$ cat src/rtl/pwm_duty_sequencer_if.sv
// Command channel into the PWM duty sequencer: valid/ready handshake with target duty.
// master = command source (register block / supervisor), slave = sequencer.
// Ports: cmd_valid (command presented), cmd_duty (target duty in ticks), cmd_ready (accept allowed).
`timescale 1ns/1ps
interface pwm_duty_sequencer_if #(
    parameter int DUTY_W = 5
);
    logic              cmd_valid;
    logic [DUTY_W-1:0] cmd_duty;
    logic              cmd_ready;

    modport master (output cmd_valid, output cmd_duty, input cmd_ready);
    modport slave  (input cmd_valid, input cmd_duty, output cmd_ready);
endinterface

$ cat src/rtl/pwm_duty_sequencer.sv
// PWM duty sequencer: prescaler + period counter, duty command intake, period-aligned duty slewing.
// Latency: duty_cur changes on the edge that raises period_start; pwm_out follows one cycle later.
// Backpressure: cmd_ready is low while ramping, under kill and in reset; commands offered then are dropped.
//
// Ports: clk_1MHz, rst_n (sync, active low); cmd (slave side of pwm_duty_sequencer_if);
//        kill (level, forces shutdown); pwm_out, duty_cur, period_start (1-cycle strobe), busy (ramping).
// Build option: PWM_SEQ_RAMP_EN defined -> stepped ramp (STEP per DWELL periods);
//               undefined -> duty loads the target directly at the next period boundary.
`timescale 1ns/1ps
module pwm_duty_sequencer #(
    parameter int PRESCALE = 50,
    parameter int PERIOD   = 20,
    parameter int DUTY_W   = 5
`ifdef PWM_SEQ_RAMP_EN
    ,
    parameter int STEP     = 1,
    parameter int DWELL    = 4
`endif
) (
    input  logic                    clk_1MHz,
    input  logic                    rst_n,
    pwm_duty_sequencer_if.slave     cmd,
    input  logic                    kill,
    output logic                    pwm_out,
    output logic [DUTY_W-1:0]       duty_cur,
    output logic                    period_start,
    output logic                    busy
);
    localparam int PRE_W = (PRESCALE > 1) ? $clog2(PRESCALE) : 1;
    localparam int PH_W  = (PERIOD > 1) ? $clog2(PERIOD) : 1;
    localparam int CMP_W = (PH_W > DUTY_W) ? PH_W : DUTY_W;

    localparam logic [PRE_W-1:0]  PRE_LAST = PRE_W'(PRESCALE - 1);
    localparam logic [PH_W-1:0]   PH_LAST  = PH_W'(PERIOD - 1);
    localparam logic [DUTY_W-1:0] DUTY_MAX = DUTY_W'(PERIOD);

    typedef enum logic [1:0] {
        S_IDLE = 2'd0,
        S_RAMP = 2'd1,
        S_HOLD = 2'd2
    } state_t;

    state_t            state_q;
    logic [PRE_W-1:0]  pre_cnt_q;
    logic [PH_W-1:0]   phase_q;
    logic [DUTY_W-1:0] duty_cur_q;
    logic [DUTY_W-1:0] target_q;
    logic              period_start_q;
    logic              pwm_out_q;
    logic              busy_q;

    logic              tick;
    logic              wrap;
    logic              cmd_ready;
    logic              accept;
    logic [DUTY_W-1:0] cmd_clamped;

    assign tick        = (pre_cnt_q == PRE_LAST);
    // wrap marks the edge on which phase returns to 0; period_start is its registered echo,
    // so duty changes made on this edge line up exactly with the new period.
    assign wrap        = tick && (phase_q == PH_LAST);
    assign cmd_ready   = rst_n && !kill && (state_q != S_RAMP);
    assign accept      = cmd.cmd_valid && cmd_ready;
    assign cmd_clamped = (cmd.cmd_duty > DUTY_MAX) ? DUTY_MAX : cmd.cmd_duty;

    assign cmd.cmd_ready = cmd_ready;
    assign pwm_out       = pwm_out_q;
    assign duty_cur      = duty_cur_q;
    assign period_start  = period_start_q;
    assign busy          = busy_q;

`ifdef PWM_SEQ_RAMP_EN
    localparam int                DW_W       = (DWELL > 1) ? $clog2(DWELL) : 1;
    localparam logic [DW_W-1:0]   DWELL_LAST = DW_W'(DWELL - 1);
    localparam logic [DUTY_W-1:0] STEP_D     = DUTY_W'(STEP);

    logic [DW_W-1:0]   dwell_q;
    logic [DUTY_W-1:0] duty_step_d;

    // One STEP toward target, landing exactly on target when closer than STEP.
    // Differences are taken larger-minus-smaller so nothing wraps below zero.
    always_comb begin
        duty_step_d = target_q;
        if (duty_cur_q < target_q) begin
            if ((target_q - duty_cur_q) > STEP_D) duty_step_d = duty_cur_q + STEP_D;
        end else if ((duty_cur_q - target_q) > STEP_D) begin
            duty_step_d = duty_cur_q - STEP_D;
        end
    end
`endif

    always_ff @(posedge clk_1MHz) begin
        if (!rst_n) begin
            state_q        <= S_IDLE;
            pre_cnt_q      <= '0;
            phase_q        <= '0;
            duty_cur_q     <= '0;
            target_q       <= '0;
            period_start_q <= 1'b0;
            pwm_out_q      <= 1'b0;
            busy_q         <= 1'b0;
`ifdef PWM_SEQ_RAMP_EN
            dwell_q        <= '0;
`endif
        end else begin
            // Timebase runs regardless of kill so the period grid never shifts.
            pre_cnt_q      <= tick ? '0 : pre_cnt_q + PRE_W'(1);
            if (tick) phase_q <= (phase_q == PH_LAST) ? '0 : phase_q + PH_W'(1);
            period_start_q <= wrap;
            pwm_out_q      <= (CMP_W'(phase_q) < CMP_W'(duty_cur_q)) && !kill;

            if (kill) begin
                state_q    <= S_IDLE;
                duty_cur_q <= '0;
                target_q   <= '0;
                busy_q     <= 1'b0;
`ifdef PWM_SEQ_RAMP_EN
                dwell_q    <= '0;
`endif
            end else if (accept) begin
                target_q <= cmd_clamped;
`ifdef PWM_SEQ_RAMP_EN
                dwell_q  <= '0;
`endif
                if (cmd_clamped == duty_cur_q) begin
                    state_q <= S_HOLD;
                    busy_q  <= 1'b0;
                end else begin
                    state_q <= S_RAMP;
                    busy_q  <= 1'b1;
                end
            end else if ((state_q == S_RAMP) && wrap) begin
`ifdef PWM_SEQ_RAMP_EN
                if (dwell_q == DWELL_LAST) begin
                    duty_cur_q <= duty_step_d;
                    dwell_q    <= '0;
                    if (duty_step_d == target_q) begin
                        state_q <= S_HOLD;
                        busy_q  <= 1'b0;
                    end
                end else begin
                    dwell_q <= dwell_q + DW_W'(1);
                end
`else
                duty_cur_q <= target_q;
                state_q    <= S_HOLD;
                busy_q     <= 1'b0;
`endif
            end
        end
    end
endmodule

$ cat src/flat_wrapper.sv
// flat-port wrapper written by rule: the top's interface ports become plain ports
module pwm_duty_sequencer_flat 
#(
    parameter int PRESCALE = 50,
    parameter int PERIOD   = 20,
    parameter int DUTY_W   = 5

)
  (clk_1MHz, rst_n, kill, pwm_out, duty_cur, period_start, busy, cmd_cmd_valid, cmd_cmd_duty, cmd_cmd_ready);
  pwm_duty_sequencer_if #(.DUTY_W(DUTY_W)) cmd_i ();
  input  logic clk_1MHz;
  input  logic rst_n;
  input  logic kill;
  output logic pwm_out;
  output logic [DUTY_W-1:0] duty_cur;
  output logic period_start;
  output logic busy;
  input wire logic [$bits(cmd_i.cmd_valid)-1:0] cmd_cmd_valid;
  input wire logic [$bits(cmd_i.cmd_duty)-1:0] cmd_cmd_duty;
  output wire logic [$bits(cmd_i.cmd_ready)-1:0] cmd_cmd_ready;
  assign cmd_i.cmd_valid = cmd_cmd_valid;
  assign cmd_i.cmd_duty = cmd_cmd_duty;
  assign cmd_cmd_ready = cmd_i.cmd_ready;
  pwm_duty_sequencer #(.PRESCALE(PRESCALE), .PERIOD(PERIOD), .DUTY_W(DUTY_W)) u_core (.clk_1MHz(clk_1MHz), .rst_n(rst_n), .cmd(cmd_i), .kill(kill), .pwm_out(pwm_out), .duty_cur(duty_cur), .period_start(period_start), .busy(busy));
endmodule
$ cat config.mk
export PLATFORM = sky130hd
export DESIGN_NAME = pwm_duty_sequencer_flat
export DESIGN_NICKNAME = d
export VERILOG_FILES = /design/src/rtl/pwm_duty_sequencer_if.sv /design/src/rtl/pwm_duty_sequencer.sv /design/src/flat_wrapper.sv
export SDC_FILE = /design/constraint.sdc
export NUM_CORES = 1
export LEC_CHECK = 0
export BUFFER_PORTS_ARGS = -buffer_cell sky130_fd_sc_hd__buf_2
export CAP_MARGIN = 20
export CORE_AREA = 8 8 60 82
export CTS_BUF_LIST = sky130_fd_sc_hd__clkbuf_4 sky130_fd_sc_hd__clkbuf_8
export CTS_CLUSTER_SIZE = 30
export DETAILED_ROUTE_END_ITERATION = 8
export DIE_AREA = 0 0 68 90
export PLACE_DENSITY = 0.61
export SYNTH_ARGS = -nofsm -noshare
export SYNTH_HDL_FRONTEND = slang
export SYNTH_SLANG_ARGS = --single-unit
$ cat constraint.sdc
create_clock -name clk_1MHz -period 1.9 [get_ports clk_1MHz]
set_input_delay 0.285 -clock clk_1MHz [delete_from_list [all_inputs] [get_ports clk_1MHz]]
set_output_delay 0.285 -clock clk_1MHz [all_outputs]
set_load 0.02 [all_outputs]
==> reports/results.tsv, run 1 <==
stage	metric	value	unit
clocking	Worst-path clk slew	0.09	ns
synth	prevailing post-synth register cell	dfxtp_1	
die	Initial Util	32.7	%
worst_setup_path	Critical Path Sink Type	flip-flop	
layout	Multi-input gate area	691	µm²
drt	1st-pass router iterations	4	
layout	commonest non-fill, non-tap cell in the layout	dfxtp_1	
layout	Reg area	500	µm²
worst_setup_path	startpoint types	flip-flop	
pwr	Leak	0.643	nW
global_routing	initial antenna violation count	0	
sta	final setup margin	0.187	ns
synth	Yosys reg bits	25	
pwr	VDD IR max	597	µV
drt	Routed WL per cell	13.8	µm
drt	vias per cell	5.11	
drt	DRC Markers	0	
worst_setup_path	CP top delay family	simple AND/OR/NAND/NOR gates	
clocking	Sink Count	25	
global_routing	largest net degree at the start of global routing	15	
synth	Synth Instances	139	
layout	area grow syn2layout	14.7	%
drt	vias	1033	
clocking	post_cts resized	0	
worst_setup_path	worst endpoint required time	2.06	ns
layout	commonest cells after routing, fill and taps aside	dfxtp_1 (25), buf_2 (17), nor2_1 (16)	
worst_setup_path	critical path arrival	1.87	ns
global_routing	GR Overflow Total	0	
sta	Final Cycle Share	90.1	%
sta	Hold Fails Final Rpt	0	
worst_setup_path	CP cell instances	ha_1 > nand4_4 > or4_4 > mux2i_1 > nor2_1	
layout	fin cells	202	
die	Ports	18	
layout	Filler Cell Count	400	
sta	fin crit period	1.71	ns
global_routing	first-pass GRT wire length	4800	µm
synth	Post-Syn Area	1240	µm²
worst_setup_path	Reg2Reg Depth	5	
sta	clk_skew	0.00331	ns
pwr	combinational power share	7.5	%
layout	fraction of layout cells with a size suffix above 1	17.6	%
worst_setup_path	WP buf/inv	0	
pwr	Switching Fraction	23.8	%
synth	syn_nets	155	
clocking	total CTS buffers	3	
global_routing	total global-route track usage	9.87	%
layout	Final #Nets	176	
die	die area	6120	µm²
die	cell row count	27	
drt	Starting DRT DRC Count	32	
sta	RSZ-0062 raised after global routing	no	
synth	Post-synth EDFFs	0	
worst_setup_path	CP Class	reg -> reg	
clocking	setup bufs post-CTS	0	
worst_setup_path	CP Depth	5	
sta	slew margin rel.	69.7	%
min_path	hold path depth	3	
clocking	Hold Buf Count CTS	0	
min_path	Hold Path Class	in -> reg	
clocking	htree depth	1	
clocking	root buffer cell	clkbuf_8	
synth	ys async rst share	0	%
die	core area	3780	µm²
clocking	clk_lat worst skew	0.27	ns
placed_design	Buffers on Ports	17	
clocking	CTS tree	done	
placed_design	Post-Place Cells	198	
sta	max-slew violation count	0	
drt	Total Wirelength	2780	µm
synth	Mapped Avg Cell Area	8.89	µm²
pwr	Pint	0.708	mW
pwr	clock power share	34.2	%
pwr	Power Dens Cells	655	nW/µm²
worst_setup_path	Slowest cell on crit path	or4_4	
die	DIE HEIGHT	90	µm
sta	number of setup violations in the final report	0	
flow_run	max cap viols	0	
outcome	status	finished clean	
die	die width	68	µm
sta	Slew @ Worst Pin	0.451	ns
pwr	NetSw	0.221	mW
clocking	maximum clock insertion buffer count	2	
sta	f_max	0.584	GHz
placed_design	DPL Wire Length	2240	µm
worst_setup_path	CP max stage delay	0.59	ns
pwr	sequential power share	58.3	%
placed_design	Placer Congestion	0.833	
global_routing	vias in the first global route	1046	
placed_design	placement-stage worst setup slack	0.195	ns
synth	Seq/Total Area, Yosys	40.5	%
synth	Synth Warn #	0	
layout	# diodes	0	
synth	distinct cell type count after synthesis	36	
sta	sum of negative setup slack	0	ns
worst_setup_path	Worst Path Max Fanout	7	
drt	Antenna Nets Post-Route	0	
power by group through the flow:
stage	clock network (mW)	registers, mW	logic (mW)
2_1_floorplan	0	0.552	0.0414
3_3_place_gp	0	0.553	0.0679
3_5_place_dp	0	0.553	0.0705
4_1_cts	0.330	0.541	0.0705
5_1_grt	0.346	0.543	0.0802
6_report	0.318	0.541	0.0701
flip-flops by register name, indices dropped and copies added, names as in the netlist:
register,count
u_core.pre_cnt_q,6
u_core.duty_cur,5
u_core.phase_q,5
u_core.target_q,5
u_core.state_q,2
u_core.period_start,1
u_core.pwm_out,1
worst reg2reg max path: stages (launching register included):
cell and delay (ns):
dfxtp_1 0.39, ha_1 0.23, nand4_4 0.15, or4_4 0.59, mux2i_1 0.19, nor2_1 0.05
cell type report:
type	instances	area share (%)
multi-input cells	104	48.7
flip-flops and latches	25	35.3
repair buffers	19	7.06
well taps	43	3.80
clock buffers	3	2.91
inverters	7	1.85
clock inverters	1	0.353
cells in the mapped netlist, types with 2 or more instances:
cell type  number  area share, %
a21o_1          3            1.8
nor2b_1         3            1.5
and3_1          2            1.0
or3_1           2            1.0
nand2_1         8            2.4
a211oi_1        2            1.2
xor2_1          5            3.5
o21ai_0        10            4.0
clkbuf_1        2           0.61
nor4b_1         2            1.4
nor2_1         16            4.9
a21oi_1         5            2.0
mux2i_1         6            4.9
dfxtp_1        25             40
xnor2_1         2            1.4
nand2b_1        4            2.0
inv_1           7            2.1
ha_1            7            7.1
nand3_1        11            4.5
cell families (layout without fill, tap and decap cells):
family / Yosys count / after routing / synth area share [%]
AOI/OAI and AO/OA: 26 / 26 / 13.1
xor gates and xnor gates: 7 / 7 / 4.96
adders and majority gates: 7 / 7 / 7.08
buffers and inverters: 10 / 30 / 3.64
DFF: 25 / 25 / 40.5
muxes: 6 / 6 / 4.86
and+or+nand+nor: 58 / 58 / 25.9
per-stage QoR:
step	hold WS (ns)	instance area, µm²	util [%]	total power [mW]
2_1_floorplan	0.408	1240	-	0.594
3_3_place_gp	0.449	1370	36.2	0.621
3_5_place_dp	0.460	1370	36.2	0.624
4_1_cts	0.297	1420	37.5	0.942
5_1_grt	0.316	1420	37.5	0.968
6_report	0.293	1420	37.5	0.929
final timing paths:
path	slack, ns	startpoint	to
min reg2reg	0.47	u_core.pre_cnt_q[0]$_SDFF_PP0_	u_core.pre_cnt_q[0]$_SDFF_PP0_
max	0.19	u_core.pre_cnt_q[0]$_SDFF_PP0_	u_core.duty_cur[3]$_SDFFE_PP0P_
min	0.29	cmd_cmd_duty[1]	u_core.target_q[1]$_SDFFE_PP0P_
max reg2reg	0.19	u_core.pre_cnt_q[0]$_SDFF_PP0_	u_core.duty_cur[3]$_SDFFE_PP0P_
routing by layer:
metal  vias up  global-route usage [%]  routed length (µm)
li1        524                       -                   -
met1       486                    10.1                1120
met2        18                    17.7                1450
met3         5                    2.24                 163
met4         0                    4.63                  55
met5         -                       0                   0
Note: power is estimated with default switching activity, not from simulation.
==> inputs of run 2 (changes only) <==
--- a/config.mk
+++ b/config.mk
@@ -7,11 +7,11 @@
 export LEC_CHECK = 0
 export BUFFER_PORTS_ARGS = -buffer_cell sky130_fd_sc_hd__buf_2
 export CAP_MARGIN = 20
-export CORE_AREA = 8 8 60 82
+export CORE_AREA = 8 8 52 96
 export CTS_BUF_LIST = sky130_fd_sc_hd__clkbuf_4 sky130_fd_sc_hd__clkbuf_8
 export CTS_CLUSTER_SIZE = 30
 export DETAILED_ROUTE_END_ITERATION = 8
-export DIE_AREA = 0 0 68 90
+export DIE_AREA = 0 0 60 104
 export PLACE_DENSITY = 0.61
 export SYNTH_ARGS = -nofsm -noshare
 export SYNTH_HDL_FRONTEND = slang
==> reports/results.tsv, run 2 (same netlist as run 1, synthesis figures left out) <==
stage	metric	value	unit	change
layout	Final #Nets	178		+1.1%
global_routing	GR Overflow Total	0		unchanged
global_routing	initial antenna violation count	0		unchanged
sta	final setup margin	0.169	ns	-0.0186 ns
worst_setup_path	CP top delay family	simple AND/OR/NAND/NOR gates		
placed_design	Buffers on Ports	17		unchanged
worst_setup_path	Critical Path Sink Type	flip-flop		
drt	DRC Markers	0		unchanged
layout	Reg area	500	µm²	unchanged
pwr	Power Dens Cells	651	nW/µm²	-0.61%
clocking	CTS tree	done		
layout	# diodes	0		unchanged
layout	commonest cells after routing, fill and taps aside	dfxtp_1 (25), buf_2 (17), nor2_1 (16)		
worst_setup_path	Slowest cell on crit path	or4_4		
clocking	total CTS buffers	3		unchanged
pwr	VDD IR max	498	µV	-17%
flow_run	max cap viols	0		unchanged
global_routing	largest net degree at the start of global routing	16		+1
worst_setup_path	startpoint types	flip-flop		
global_routing	total global-route track usage	9.63	%	-0.24 points
layout	fraction of layout cells with a size suffix above 1	18.6	%	+1.0 points
worst_setup_path	WP buf/inv	0		unchanged
placed_design	DPL Wire Length	2370	µm	+6.0%
drt	Antenna Nets Post-Route	0		unchanged
sta	Hold Fails Final Rpt	0		unchanged
worst_setup_path	worst endpoint required time	2.07	ns	about the same
layout	area grow syn2layout	16.9	%	
die	die area	6240	µm²	+2.0%
layout	Multi-input gate area	691	µm²	unchanged
min_path	Hold Path Class	in -> reg		
sta	sum of negative setup slack	0	ns	unchanged
worst_setup_path	setup slack, reg-to-reg	0.17	ns	-0.02 ns
worst_setup_path	CP cell instances	ha_1 > nand4_4 > or4_4 > mux2i_1 > nor2_1		
worst_setup_path	FF-to-FF End	u_core.duty_cur[3]$_SDFFE_PP0P_		
sta	Final Cycle Share	91.1	%	+0.98 points
placed_design	Post-Place Cells	208		+5.1%
die	cell row count	32		+19%
pwr	Leak	0.650	nW	+0.98%
worst_setup_path	crit path from	u_core.phase_q[0]$_SDFFE_PN0N_		
global_routing	vias in the first global route	1046		unchanged
layout	max reg flops	6		unchanged
drt	Routed WL per cell	13.7	µm	-0.33%
worst_setup_path	worst setup path endpoint	u_core.duty_cur[3]$_SDFFE_PP0P_		
worst_setup_path	Reg2Reg Launch Point	u_core.phase_q[0]$_SDFFE_PN0N_		
drt	vias	1027		-0.58%
clocking	root buffer cell	clkbuf_8		
placed_design	Placer Congestion	0.842		+1.1%
worst_setup_path	CP max stage delay	0.60	ns	about the same
drt	Total Wirelength	2910	µm	+4.6%
clocking	post_cts resized	0		unchanged
sta	fin crit period	1.73	ns	+0.0186 ns
worst_setup_path	CP Class	reg -> reg		
placed_design	placement-stage worst setup slack	0.176	ns	-0.0187 ns
clocking	Sink Count	25		unchanged
clocking	Hold Buf Count CTS	0		unchanged
outcome	status	finished clean		
die	DIE HEIGHT	104	µm	+16%
sta	max-slew violation count	0		unchanged
die	Ports	18		unchanged
clocking	setup bufs post-CTS	0		unchanged
pwr	total power	0.941	mW	+1.3%
clocking	maximum clock insertion buffer count	2		unchanged
worst_setup_path	Worst Path Max Fanout	7		unchanged
sta	clk_skew	0.0139	ns	+0.0106 ns
sta	f_max	0.578	GHz	-1.1%
worst_setup_path	critical path arrival	1.90	ns	+0.03 ns
layout	commonest non-fill, non-tap cell in the layout	dfxtp_1		
sta	slew margin rel.	73.1	%	+3.5 points
layout	fin cells	212		+5.0%
die	core area	3800	µm²	+0.53%
clocking	Worst-path clk slew	0.10	ns	about the same
global_routing	first-pass GRT wire length	4630	µm	-3.5%
die	Initial Util	32.5	%	-0.17 points
sta	RSZ-0062 raised after global routing	no		
sta	Slew @ Worst Pin	0.400	ns	-0.0516 ns
clocking	htree depth	1		unchanged
layout	Most flops, register	u_core.pre_cnt_q		
drt	vias per cell	4.84		-5.3%
sta	number of setup violations in the final report	0		unchanged
drt	Starting DRT DRC Count	31		-3.1%
worst_setup_path	Reg2Reg Depth	5		unchanged
clocking	clk_lat worst skew	0.28	ns	about the same
layout	Filler Cell Count	399		-0.25%
die	die width	60	µm	-12%
worst_setup_path	CP Depth	5		unchanged
drt	1st-pass router iterations	4		unchanged
==> run 2: per-layer routing <==
metal / up-vias / track usage [%] / part of all wire (%)
met4: 0 / 4.30 / 2.0
met1: 474 / 8.30 / 37
met2: 19 / 19.1 / 56
met5: - / 0 / 0
li1: 528 / - / -
met3: 6 / 1.86 / 4.8
==> run 2: report_power, final <==
group / internal, mW / total (mW) / switching, mW / leakage, nW
Combinational: 0.0286 / 0.0716 / 0.0429 / 0.426
Sequential: 0.534 / 0.541 / 0.00742 / 0.202
Clock: 0.149 / 0.328 / 0.179 / 0.0217
Total: 0.711 / 0.941 / 0.230 / 0.650
==> run 2: tightest hold or removal path, delay by kind of cell <==
| family | cells | cell delay, ns |
|---|---|---|
| buffers and inverters | 1 | 0.11 |
| and+or+nand+nor | 2 | 0.13 |
==> run 2: worst min-delay path by stage <==
stage | start | endpoint | slack, ns | cells after the start
after floorplan | cmd_cmd_duty[1] | u_core.target_q[1]$_SDFFE_PP0P_ | 0.41 | 2
after global placement | u_core.target_q[1]$_SDFFE_PP0P_ | u_core.target_q[1]$_SDFFE_PP0P_ | 0.45 | 2
after detailed placement | u_core.pre_cnt_q[0]$_SDFF_PP0_ | u_core.pre_cnt_q[0]$_SDFF_PP0_ | 0.46 | 1
after CTS | cmd_cmd_duty[1] | u_core.target_q[1]$_SDFFE_PP0P_ | 0.28 | 3
after global routing | cmd_cmd_duty[0] | u_core.target_q[0]$_SDFFE_PP0P_ | 0.31 | 3
final | cmd_cmd_duty[1] | u_core.target_q[1]$_SDFFE_PP0P_ | 0.28 | 3
==> run 2: cell type report <==
type | count | share of cell area (%)
Tap cell | 51 | 4.42
Clock buffer | 3 | 2.86
Inverter | 7 | 1.82
Sequential cell | 25 | 34.6
Clock inverter | 1 | 0.519
Timing Repair Buffer | 21 | 7.97
Multi-Input combinational cell | 104 | 47.8
==> run 2: stage by stage <==
step,hold WS [ns],area [µm²],util (%)
2_1_floorplan,0.408,1240,-
3_3_place_gp,0.446,1400,36.7
3_5_place_dp,0.455,1400,36.7
4_1_cts,0.284,1450,38.0
5_1_grt,0.306,1450,38.0
6_report,0.277,1450,38.0
